$ cat config.mk
export PLATFORM = sky130hd
export DESIGN_NAME = link_tx_serializer
export DESIGN_NICKNAME = d
export VERILOG_FILES = /design/src/rtl/link_pkg.sv /design/src/rtl/fifo_wrapper.sv /design/src/rtl/link_tx_serializer.sv
export SDC_FILE = /design/constraint.sdc
export NUM_CORES = 1
export LEC_CHECK = 0
export ABC_AREA = 1
export CAP_MARGIN = 10
export CORE_ASPECT_RATIO = 0.7
export CORE_MARGIN = 2
export CORE_UTILIZATION = 53
export DETAILED_ROUTE_END_ITERATION = 10
export PLACE_DENSITY_LB_ADDON = 0.25
export SKIP_LAST_GASP = 1
export SLEW_MARGIN = 10
export SYNTH_ARGS = -nofsm -noshare
export SYNTH_HDL_FRONTEND = slang
export SYNTH_HIERARCHICAL = 1
export SYNTH_SLANG_ARGS = --single-unit
export TNS_END_PERCENT = 1
$ cat constraint.sdc
create_clock -name clk -period 11.28 [get_ports clk]
set_input_delay 1.692 -clock clk [delete_from_list [all_inputs] [get_ports clk]]
set_output_delay 1.692 -clock clk [all_outputs]
set_load 0.01 [all_outputs]
$ cat src/rtl/link_pkg.sv
// Shared definitions for the inter-FPGA link serializer/deserializer pair.
package link_pkg;

  localparam int unsigned CHANNEL_WORD_WIDTH = 64;
  // Credit counter width, shared with the rx deserializer (covers 1..255 credits).
  localparam int unsigned LINK_CREDIT_WIDTH = 8;

  typedef enum logic {
    LTX_IDLE,
    LTX_SEND
  } link_tx_state_t;

  function automatic int unsigned num_flits(input int unsigned width);
    return CHANNEL_WORD_WIDTH / width;
  endfunction

endpackage

$ cat src/rtl/fifo_wrapper.sv
// Synchronous word FIFO, show-ahead read port (dout valid whenever !empty).
module fifo_wrapper #(
  parameter int unsigned WIDTH = 64,
  parameter int unsigned DEPTH = 8
) (
  input  logic             clk,
  input  logic             reset,
  input  logic [WIDTH-1:0] din,
  input  logic             wr_en,
  output logic             input_ready,
  input  logic             rd_en,
  output logic [WIDTH-1:0] dout,
  output logic             empty
);

  localparam int unsigned AW = $clog2(DEPTH);
  localparam logic [AW:0] FULL_COUNT = (AW+1)'(DEPTH);

  logic [WIDTH-1:0] mem [DEPTH];
  logic [AW-1:0]    wr_ptr;
  logic [AW-1:0]    rd_ptr;
  logic [AW:0]      count;
  logic             do_wr;
  logic             do_rd;

  assign input_ready = (count != FULL_COUNT);
  assign empty       = (count == '0);
  assign do_wr       = wr_en && input_ready;
  assign do_rd       = rd_en && !empty;
  assign dout        = mem[rd_ptr];

  // Storage array write.
  always_ff @(posedge clk) begin
    if (do_wr) mem[wr_ptr] <= din;
  end

  // Pointer and occupancy tracking.
  always_ff @(posedge clk or posedge reset) begin
    if (reset) begin
      wr_ptr <= '0;
      rd_ptr <= '0;
      count  <= '0;
    end else begin
      if (do_wr) wr_ptr <= wr_ptr + AW'(1);
      if (do_rd) rd_ptr <= rd_ptr + AW'(1);
      case ({do_wr, do_rd})
        2'b10:   count <= count + (AW+1)'(1);
        2'b01:   count <= count - (AW+1)'(1);
        default: count <= count;
      endcase
    end
  end

endmodule

$ cat src/rtl/link_tx_serializer.sv
// Hub tx word -> narrow link flit serializer with credit-based flow control.
// Optional build macro LINK_PARITY_EN adds a registered per-flit parity output.
module link_tx_serializer
  import link_pkg::*;
#(
  parameter int unsigned LINK_WIDTH  = 16,
  parameter int unsigned FIFO_DEPTH  = 8,
  parameter int unsigned MAX_CREDITS = 4
) (
  input  logic                  clk,
  input  logic                  reset,
  input  logic [63:0]           din,
  input  logic                  wr_en,
  output logic                  full,
  output logic [LINK_WIDTH-1:0] link_data,
  output logic                  link_valid,
  output logic                  link_sof,
  input  logic                  credit_return,
  output logic                  busy,
  output logic                  overflow_err,
  output logic                  credit_err
`ifdef LINK_PARITY_EN
  ,
  output logic                  link_parity
`endif
);

  localparam int unsigned NUM_FLITS = num_flits(LINK_WIDTH);
  localparam int unsigned IDX_W     = (NUM_FLITS > 1) ? $clog2(NUM_FLITS) : 1;
  localparam logic [IDX_W-1:0] LAST_IDX = IDX_W'(NUM_FLITS - 1);
  localparam logic [LINK_CREDIT_WIDTH-1:0] CREDIT_MAX = LINK_CREDIT_WIDTH'(MAX_CREDITS);
  localparam logic [LINK_CREDIT_WIDTH-1:0] CREDIT_ONE = LINK_CREDIT_WIDTH'(1);

  logic [63:0]                  fifo_dout;
  logic                         fifo_empty;
  logic                         input_ready;
  logic                         launch;
  logic                         credit_ok;
  logic [LINK_CREDIT_WIDTH-1:0] credits;
  link_tx_state_t               state;
  logic [63:0]                  word_reg;
  logic [IDX_W-1:0]             flit_idx;
  logic [IDX_W-1:0]             next_idx;
  logic [LINK_WIDTH-1:0]        first_flit;
  logic [LINK_WIDTH-1:0]        next_flit;

  fifo_wrapper #(
    .WIDTH (CHANNEL_WORD_WIDTH),
    .DEPTH (FIFO_DEPTH)
  ) u_in_fifo (
    .clk         (clk),
    .reset       (reset),
    .din         (din),
    .wr_en       (wr_en),
    .input_ready (input_ready),
    .rd_en       (launch),
    .dout        (fifo_dout),
    .empty       (fifo_empty)
  );

  assign full = !input_ready;
  assign busy = !fifo_empty || (state == LTX_SEND);

  // A new word may start from idle or in the cycle the last flit is on the link,
  // which gives back-to-back words with no bubble.
  assign launch    = !fifo_empty && (credits != '0) &&
                     ((state == LTX_IDLE) || (flit_idx == LAST_IDX));
  assign credit_ok = credit_return && (credits != CREDIT_MAX);

  // Flit 0 comes straight from the FIFO head; later flits are sliced from the held word.
  assign next_idx   = flit_idx + IDX_W'(1);
  assign first_flit = fifo_dout[LINK_WIDTH-1:0];
  assign next_flit  = LINK_WIDTH'(word_reg >> (32'(next_idx) * LINK_WIDTH));

  // Credit counter and sticky error flags.
  always_ff @(posedge clk or posedge reset) begin
    if (reset) begin
      credits      <= CREDIT_MAX;
      credit_err   <= 1'b0;
      overflow_err <= 1'b0;
    end else begin
      case ({credit_ok, launch})
        2'b10:   credits <= credits + CREDIT_ONE;
        2'b01:   credits <= credits - CREDIT_ONE;
        default: credits <= credits;
      endcase
      if (credit_return && (credits == CREDIT_MAX)) credit_err   <= 1'b1;
      if (wr_en && !input_ready)                    overflow_err <= 1'b1;
    end
  end

  // Serializer FSM with registered link outputs.
  always_ff @(posedge clk or posedge reset) begin
    if (reset) begin
      state      <= LTX_IDLE;
      word_reg   <= '0;
      flit_idx   <= '0;
      link_data  <= '0;
      link_valid <= 1'b0;
      link_sof   <= 1'b0;
`ifdef LINK_PARITY_EN
      link_parity <= 1'b0;
`endif
    end else if (launch) begin
      state      <= LTX_SEND;
      word_reg   <= fifo_dout;
      flit_idx   <= '0;
      link_data  <= first_flit;
      link_valid <= 1'b1;
      link_sof   <= 1'b1;
`ifdef LINK_PARITY_EN
      link_parity <= ^first_flit;
`endif
    end else if ((state == LTX_SEND) && (flit_idx != LAST_IDX)) begin
      flit_idx   <= next_idx;
      link_data  <= next_flit;
      link_valid <= 1'b1;
      link_sof   <= 1'b0;
`ifdef LINK_PARITY_EN
      link_parity <= ^next_flit;
`endif
    end else begin
      state      <= LTX_IDLE;
      flit_idx   <= '0;
      link_data  <= '0;
      link_valid <= 1'b0;
      link_sof   <= 1'b0;
`ifdef LINK_PARITY_EN
      link_parity <= 1'b0;
`endif
    end
  end

endmodule
Word-level counts from Yosys, hierarchy flattened
Memory sizes are Yosys's and may differ from the RTL's.
Cells that the tools add are included.
{ "op_classes": {"add_sub_neg": 7, "eq_ne": 10, "n_shift": 1, "mux": 13, "bitwise": 1, "n_reduce_logical": 16} }
{ "ops": {"columns": ["cell", "n"], "rows": [
  ["$shr A64 B6 Y16", 1],
  ["$mux W16", 2],
  ["$pmux W8 S2", 1],
  ["$add A8 B1 Y8 const B", 1],
  ["$eq A8 B3 Y1 const B", 1],
  ["$logic_and A1 B1 Y1", 8],
  ["$ne A8 B3 Y1 const B", 1],
  ["$pmux W4 S2", 1],
  ["$reduce_bool A8 Y1", 1],
  ["$sub A8 B1 Y8 const B", 1],
  ["$mux W1", 7],
  ["$add A3 B1 Y3 const B", 2],
  ["$eq A2 B2 Y1 const B", 3],
  ["$add A4 B1 Y4 const B", 1],
  ["$eq A2 B1 Y1 const B", 2],
  ["$logic_not A4 Y1", 1],
  ["$mux W2", 2],
  ["$ne A2 B2 Y1 const B", 2],
  ["$ne A4 B4 Y1 const B", 1],
  ["$reduce_bool A2 Y1", 2],
  ["$sub A4 B1 Y4 const B", 1],
  ["$add A2 B1 Y2 const B", 1],
  ["$logic_not A1 Y1", 2],
  ["$logic_or A1 B1 Y1", 2],
  ["$not A1 Y1", 1]
]} }
{ "totals": {"reg_bits": 105, "ramBits": 512, "in_bits": 68, "output_inout_bits": 22, "memories": 1} }
{ "mem_list": {"columns": ["memory", "words", "word_bits", "rd", "rd_clocked_by_memory_dff", "write_ports", "line_no", "text"], "rows": [
  ["u_in_fifo.mem", 8, 64, 1, 0, 1, "fifo_wrapper.sv:19", "logic [WIDTH-1:0] mem [DEPTH];"]
]} }

Longest topological paths before layout
Gate-level depths: netlist (run 1).
{ "depth": {"word_depth": 7, "ltp_mapped": 20} }

Hierarchy
The synthesis (run 1) kept the hierarchy.
{ "by_module_without_submodules": {"columns": ["mod", "n_inst", "cells_per_inst", "area_per_inst_um2", "seq_area_each_um2"], "rows": [
  ["fifo_wrapper", 1, 2292, 22646.7, 15625.0],
  ["link_tx_serializer", 1, 554, 4443.0, 2378.5]
]} }

Worst setup path before layout (run 1)
Ideal clock, no wire load.
{ "synth_path": {"path_type": "input to register", "startpoint": "in wr_en", "endpoint": "mem u_in_fifo.mem[4][0] (enable)", "setup_time_ns": 0.565, "t_arrival_ns": 6.302, "t_required_ns": 10.715, "slack_ns": 4.413, "cell_stages": 3, "n_path_buf": 1, "path_cell_list": "nand2_1 buf_4 nor3_1"} }
{ "synth_between": {"elab_chain_cells": 3} }
{ "synth_lines": {"columns": ["item", "line_no", "text"], "rows": [
  ["from (decl)", "link_tx_serializer.sv:13", "input logic wr_en,"],
  ["$logic_and A1 B1 Y1", "fifo_wrapper.sv:28", "assign do_wr = wr_en && input_ready;"],
  ["$mux W1", "fifo_wrapper.sv:34", "if (do_wr) mem[wr_ptr] <= din;"],
  ["$mux W1 (implied by the code)", "fifo_wrapper.sv:34", null],
  ["to (decl)", "fifo_wrapper.sv:19", null]
]} }
Every way passes these cells.

Worst setup path in the final report (run 1)
{ "layout_path": {"startpoint": "in wr_en", "endpoint": "mem u_in_fifo.mem[6][53] (enable)"} }
The elaborated chain is that of the path after synthesis.

==> results of run 1 <==
## metrics by stage
step | util [%] | total power (uW) | instances | worst slack (ps) | hold WS (ps)
CTS | 59.5 | 8030 | 3620 | 7550 | 469
global route | 59.5 | 8570 | 3620 | 7390 | 483
global placement | 55.9 | 6080 | 3511 | 7020 | 449
floorplan | - | 5430 | 2846 | 4410 | 449
finish | 59.5 | 7990 | 3620 | 7570 | 467
detailed placement | 55.9 | 6170 | 3511 | 6940 | 444
## logic make-up after synthesis
| logic type | after synthesis |
|---|---|
| xor+xnor | 8 |
| buf+inv | 454 |
| flops | 617 |
| compound gates | 100 |
| fa+ha+maj | 10 |
| simple gates | 1657 |
## per-layer routing
metal  up-vias  wire length (um)  GRT usage [%]
li1       8971                 -              -
met1      8532             26000           31.3
met2       476             28200           37.6
met3        74              3350           3.29
met4         2               957           4.64
met5         -                13              0
## path summary, 6_finish.rpt
path	endpoint	startpoint	cells after the start	slack, ps
max in group asynchronous	word_reg[27]	reset	3	8570
worst min-delay path	overflow_err	overflow_err	1	470
worst max register to register	word_reg[22]	u_in_fifo/rd_ptr[0]	10	7680
worst max-delay path	u_in_fifo/mem[6][53]	wr_en	5	7570
min in group asynchronous	word_reg[54]	reset	2	1390
worst min register to register	overflow_err	overflow_err	1	470
## report_power, final
group | total [uW] | internal (uW) | leakage, uW | switching (uW)
Clock | 1850 | 1030 | 0.000873 | 818
Combinational | 2960 | 897 | 0.00640 | 2060
Sequential | 3190 | 2950 | 0.00593 | 235
Total | 7990 | 4880 | 0.0132 | 3110
## area by class of cell
cell class | count | area [sq um] | share of cell area [%]
clock inverters | 35 | 215 | 0.715
multi-input cells | 1775 | 7080 | 23.5
well taps | 674 | 843 | 2.80
flip-flops and latches | 617 | 18000 | 59.9
clock buffers | 74 | 1580 | 5.24
repair buffers | 117 | 1110 | 3.70
inverters | 328 | 1240 | 4.12
## placed cells by master, fill, tap and decap left out, types with 3 or more instances in the layout
cell type        netlist  routed
inv_1                323     321
nor3_2                 0       8
xnor2_1                6       6
clkinv_2               0      13
edfxtp_1             512     512
clkbuf_16              0      61
o21ai_2                7       7
clkinv_1               2      19
o21ai_1                4       4
nor2_1               525     525
clkinvlp_4             0       3
ha_1                   9       9
clkbuf_1              12      13
a21oi_1               23      23
clkdlybuf4s50_1        0      89
o21ai_0               63      63
nand2_1             1069    1069
buf_4                 12      27
dfrtp_1              104     101
nand3_1               51      50
## critical path: stages
cell             delay (ps)
clkdlybuf4s50_1         510
nand2_1                 350
nor3_2                  220
buf_4                   510
buf_4                   600
==> flow_summary.yaml, run 1 <==
yosys:
  synthMuxAreaShare_pct: 0
  ys_seq_area_share_pct: 66.5
  synthCells: 2846
  synthAdderAreaFrac_pct: 0.490
  synth-seq-cells: 617
  synthDistinctLibCells: 30
  yosysWarnings: 6
  synth_compound_area_share_pct: 1.97
  synth_top_family_by_area: "simple AND/OR/NAND/NOR gates"
  synth-async-reset-ratio_pct: 17.0
  synth_nets: 2924
  synth_simple_gate_area_share_pct: 23.3
  synth_edf_count: 512
  synth_ff_type: "edfxtp_1"
  netlist_area_sq_um: 27100
  syn_avg_cell_area_sq_um: 9.52
  yosysTopAreaCell: "edfxtp_1"
  synth-xor-area-share_pct: 0.259
  synth_common_cells: "1069 x nand2_1, 525 x nor2_1, 512 x edfxtp_1, 323 x inv_1, 104 x dfrtp_1"
  synth.most_common_cell: "nand2_1"
  synth_top_area_share_pct: 56.8
  synth_area_leaders: "edfxtp_1 57%, nand2_1 15%, dfrtp_1 9.6%, nor2_1 7.3%, inv_1 4.5%"
place:
  finalWeightedCongestion: 0.853
  placed_cell_area_sq_um: 28300
  portBuffers: 89
  hpwl_um: 33300
route:
  dr.pass1.iters: 8
  wl_um: 58600
  drc: 0
  vias: 18100
  drtAntennaViolNets: 0
  post_drt_wl_per_cell_um: 16.2
  vias_per_cell: 4.99
  drt_iter0_drc: 1783
setup_path:
  worst_ep_arrival_time_ps: 3930
  path_class: "input port to flip-flop"
  cp-end-kind: "flip-flop"
  crit_fanout: 34
  startpoint_type: "input port"
  worstPathRequired_ps: 11500
outcome:
  outcome: "completed"
floorplan:
  die_h_um: 193
  ioPinCount: 90
  core_area_sq_um: 50600
  start_util_pct: 53.5
  die_x_um: 274
  dieArea_sq_um: 53000
  rows: 69
cts:
  cts.htree.levels: 2
  clock_sinks: 617
  clk_path_buf_depth: 3
  ctsResizeCount: 0
  path_clk_slew_ps: 60
  post_cts_buffers: 0
  cts_buffers: 58
  holdBufCountCts: 0
  cts_tree: "yes"
  cts-root-buf: "clkbuf_16"
  clk_latency_ps: 600
finish:
  layout-drive-gt1-share_pct: 4.55
  area_growth_syn_to_layout_pct: 11.1
  antenna_cells: 0
  largest_reg_flops: 512
  nFillCells: 4141
  postLayoutCellArea_sq_um: 30100
  nNetsFinal: 2975
global_route:
  groute.usage.overall_pct: 22.3
  antenna_found_initial: 1
  first_global_vias: 17000
  overflow: 0
  grt_pass1_wl_um: 91600
  grt_max_degree: 214
timing:
  setup_viol: 0
  fin_tns_setup_ps: 0
  rsz0062_at_grt: "false"
  period_share_pct: 32.9
  finalHoldViolCount: 0
  clock_skew_ps: 16.2
  finalMaxSlewViolations: 0
  relSlewSlack_pct: 23.1
  layout_min_cycle_time_ps: 3710
  tightest_slew_ps: 1150
  max_clock_freq_mhz: 269
worst_hold_path:
  hp-class: "flip-flop to flip-flop"
power:
  p_leak_uw: 0.0132
  peakVddDrop_mv: 0.192
  cellPowerDensity_nw_per_um2: 266
run:
  cap_violations: 0
(Power assumes the default switching activity.)
==> run 2: changes to the inputs <==
clock period = 3.55 ns   (was 11.28 ns; I/O delays follow)
==> flow_summary.yaml, run 2 (synthesis gave the netlist of run 1 again) <==
place:
  hpwl_um: 33000
  finalWeightedCongestion: 0.833
  portBuffers: 89
  dp_cells: 3514
setup_path:
  worstPathRequired_ps: 4030
  path_class: "flip-flop to flip-flop"
  startpoint_type: "flip-flop"
  cp-end-kind: "flip-flop"
  crit_fanout: 12
  worst_ep_arrival_time_ps: 3440
  rrSetupSlack_ps: 590
floorplan:
  die_h_um: 193
  rows: 69
  dieArea_sq_um: 53000
  core_area_sq_um: 50600
  start_util_pct: 53.5
  die_x_um: 274
  ioPinCount: 90
cts:
  cts_buffers: 56
  ctsResizeCount: 0
  cts.htree.levels: 2
  clk_latency_ps: 590
  holdBufCountCts: 0
  cts-root-buf: "clkbuf_16"
  post_cts_buffers: 0
  clock_sinks: 617
  cts_tree: "yes"
  path_clk_slew_ps: 60
  clk_path_buf_depth: 3
global_route:
  groute.usage.overall_pct: 23.1
  top_usage_layer: "met2"
  grtUsageMet3_pct: 5.50
  first_global_vias: 17200
  grt_pass1_wl_um: 93900
  grt_max_degree: 158
  met1_usage_pct: 30.7
  antenna_found_initial: 1
  overflow: 0
  grtUsageMet2_pct: 38.5
route:
  vias: 18100
  drt_iter0_drc: 1686
  drtAntennaViolNets: 0
  drc: 0
  wl_um: 60100
  post_drt_wl_per_cell_um: 16.6
  dr.pass1.iters: 6
  vias_per_cell: 5.01
timing:
  finalHoldViolCount: 0
  relSlewSlack_pct: 39.9
  clock_skew_ps: 9.93
  finalMaxSlewViolations: 0
  max_clock_freq_mhz: 338
  tightest_slew_ps: 901
  layout_min_cycle_time_ps: 2960
  rsz0062_at_grt: "false"
  period_share_pct: 83.4
  setup_viol: 0
  holdWs_ps: 316
  fin_tns_setup_ps: 0
finish:
  layout_commonest_cell: "nand2_1"
  layout-drive-gt1-share_pct: 4.72
  largest_reg_flops: 512
  postLayoutCoreUtil_pct: 60.1
  area_growth_syn_to_layout_pct: 12.2
  final_cells: 3621
  nNetsFinal: 2976
  final_cell_mix: "1069 x nand2_1, 525 x nor2_1, 512 x edfxtp_1, 321 x inv_1, 101 x dfrtp_1"
power:
  cellPowerDensity_nw_per_um2: 855
  peakVddDrop_mv: 0.624
  power_uw: 26000
  p_leak_uw: 0.0133
worst_hold_path:
  hp-class: "input port to asynchronous set/reset pin"
outcome:
  outcome: "completed"
run:
  cap_violations: 0
run 2: through the flow:
step / worst slack, ps / cell area [sq um]
after floorplan: -213 / 27100
after global placement: 811 / 28500
after detailed placement: 708 / 28500
after CTS: 601 / 30400
after global routing: 170 / 30400
final: 590 / 30400
run 2: final cells by class:
| cell class | instances | area, sq um |
|---|---|---|
| sequential | 617 | 18000 |
| inverter | 328 | 1240 |
| timing repair buffer | 120 | 1290 |
| fill | 4081 | 20200 |
| clock inverter | 12 | 118 |
| clock buffer | 94 | 1760 |
| antenna | 1 | 2.50 |
| tap | 674 | 843 |
| multi-input combinational | 1775 | 7130 |
run 2: worst max-delay path, cell delays in order (launching register included):
cell	delay, ps
dfrtp_1	420
or2_1	280
nor4_1	360
inv_1	100
nand2_1	120
ha_1	430
clkinv_1	360
nand2_1	150
nand2_1	90
nor2_1	140
nand3_1	110
nand2_1	80
nand2_1	40
nand3_1	70
nand2_1	60
run 2: where the power goes:
part	switching (uW)	total, uW	internal, uW
sequential	681	10100	9380
clock	2590	6110	3510
combinational	6810	9810	2990
total	10100	26000	15900
run 2: layer usage:
| metal | share of wire [%] | wire [um] |
|---|---|---|
| met4 | 2.2 | 1320 |
| met5 | 0 | 0 |
| met2 | 47 | 28200 |
| met1 | 44 | 26200 |
| met3 | 7.2 | 4350 |
run 2: worst paths after layout:
check,end,cells past startpoint,from
max in group asynchronous,word_reg[1],3,reset
min,u_in_fifo/count[1],2,reset
min in group clk,overflow_err,1,overflow_err
max,credits[6],14,credits[0]
max reg2reg,credits[6],14,credits[0]
min reg2reg,overflow_err,1,overflow_err
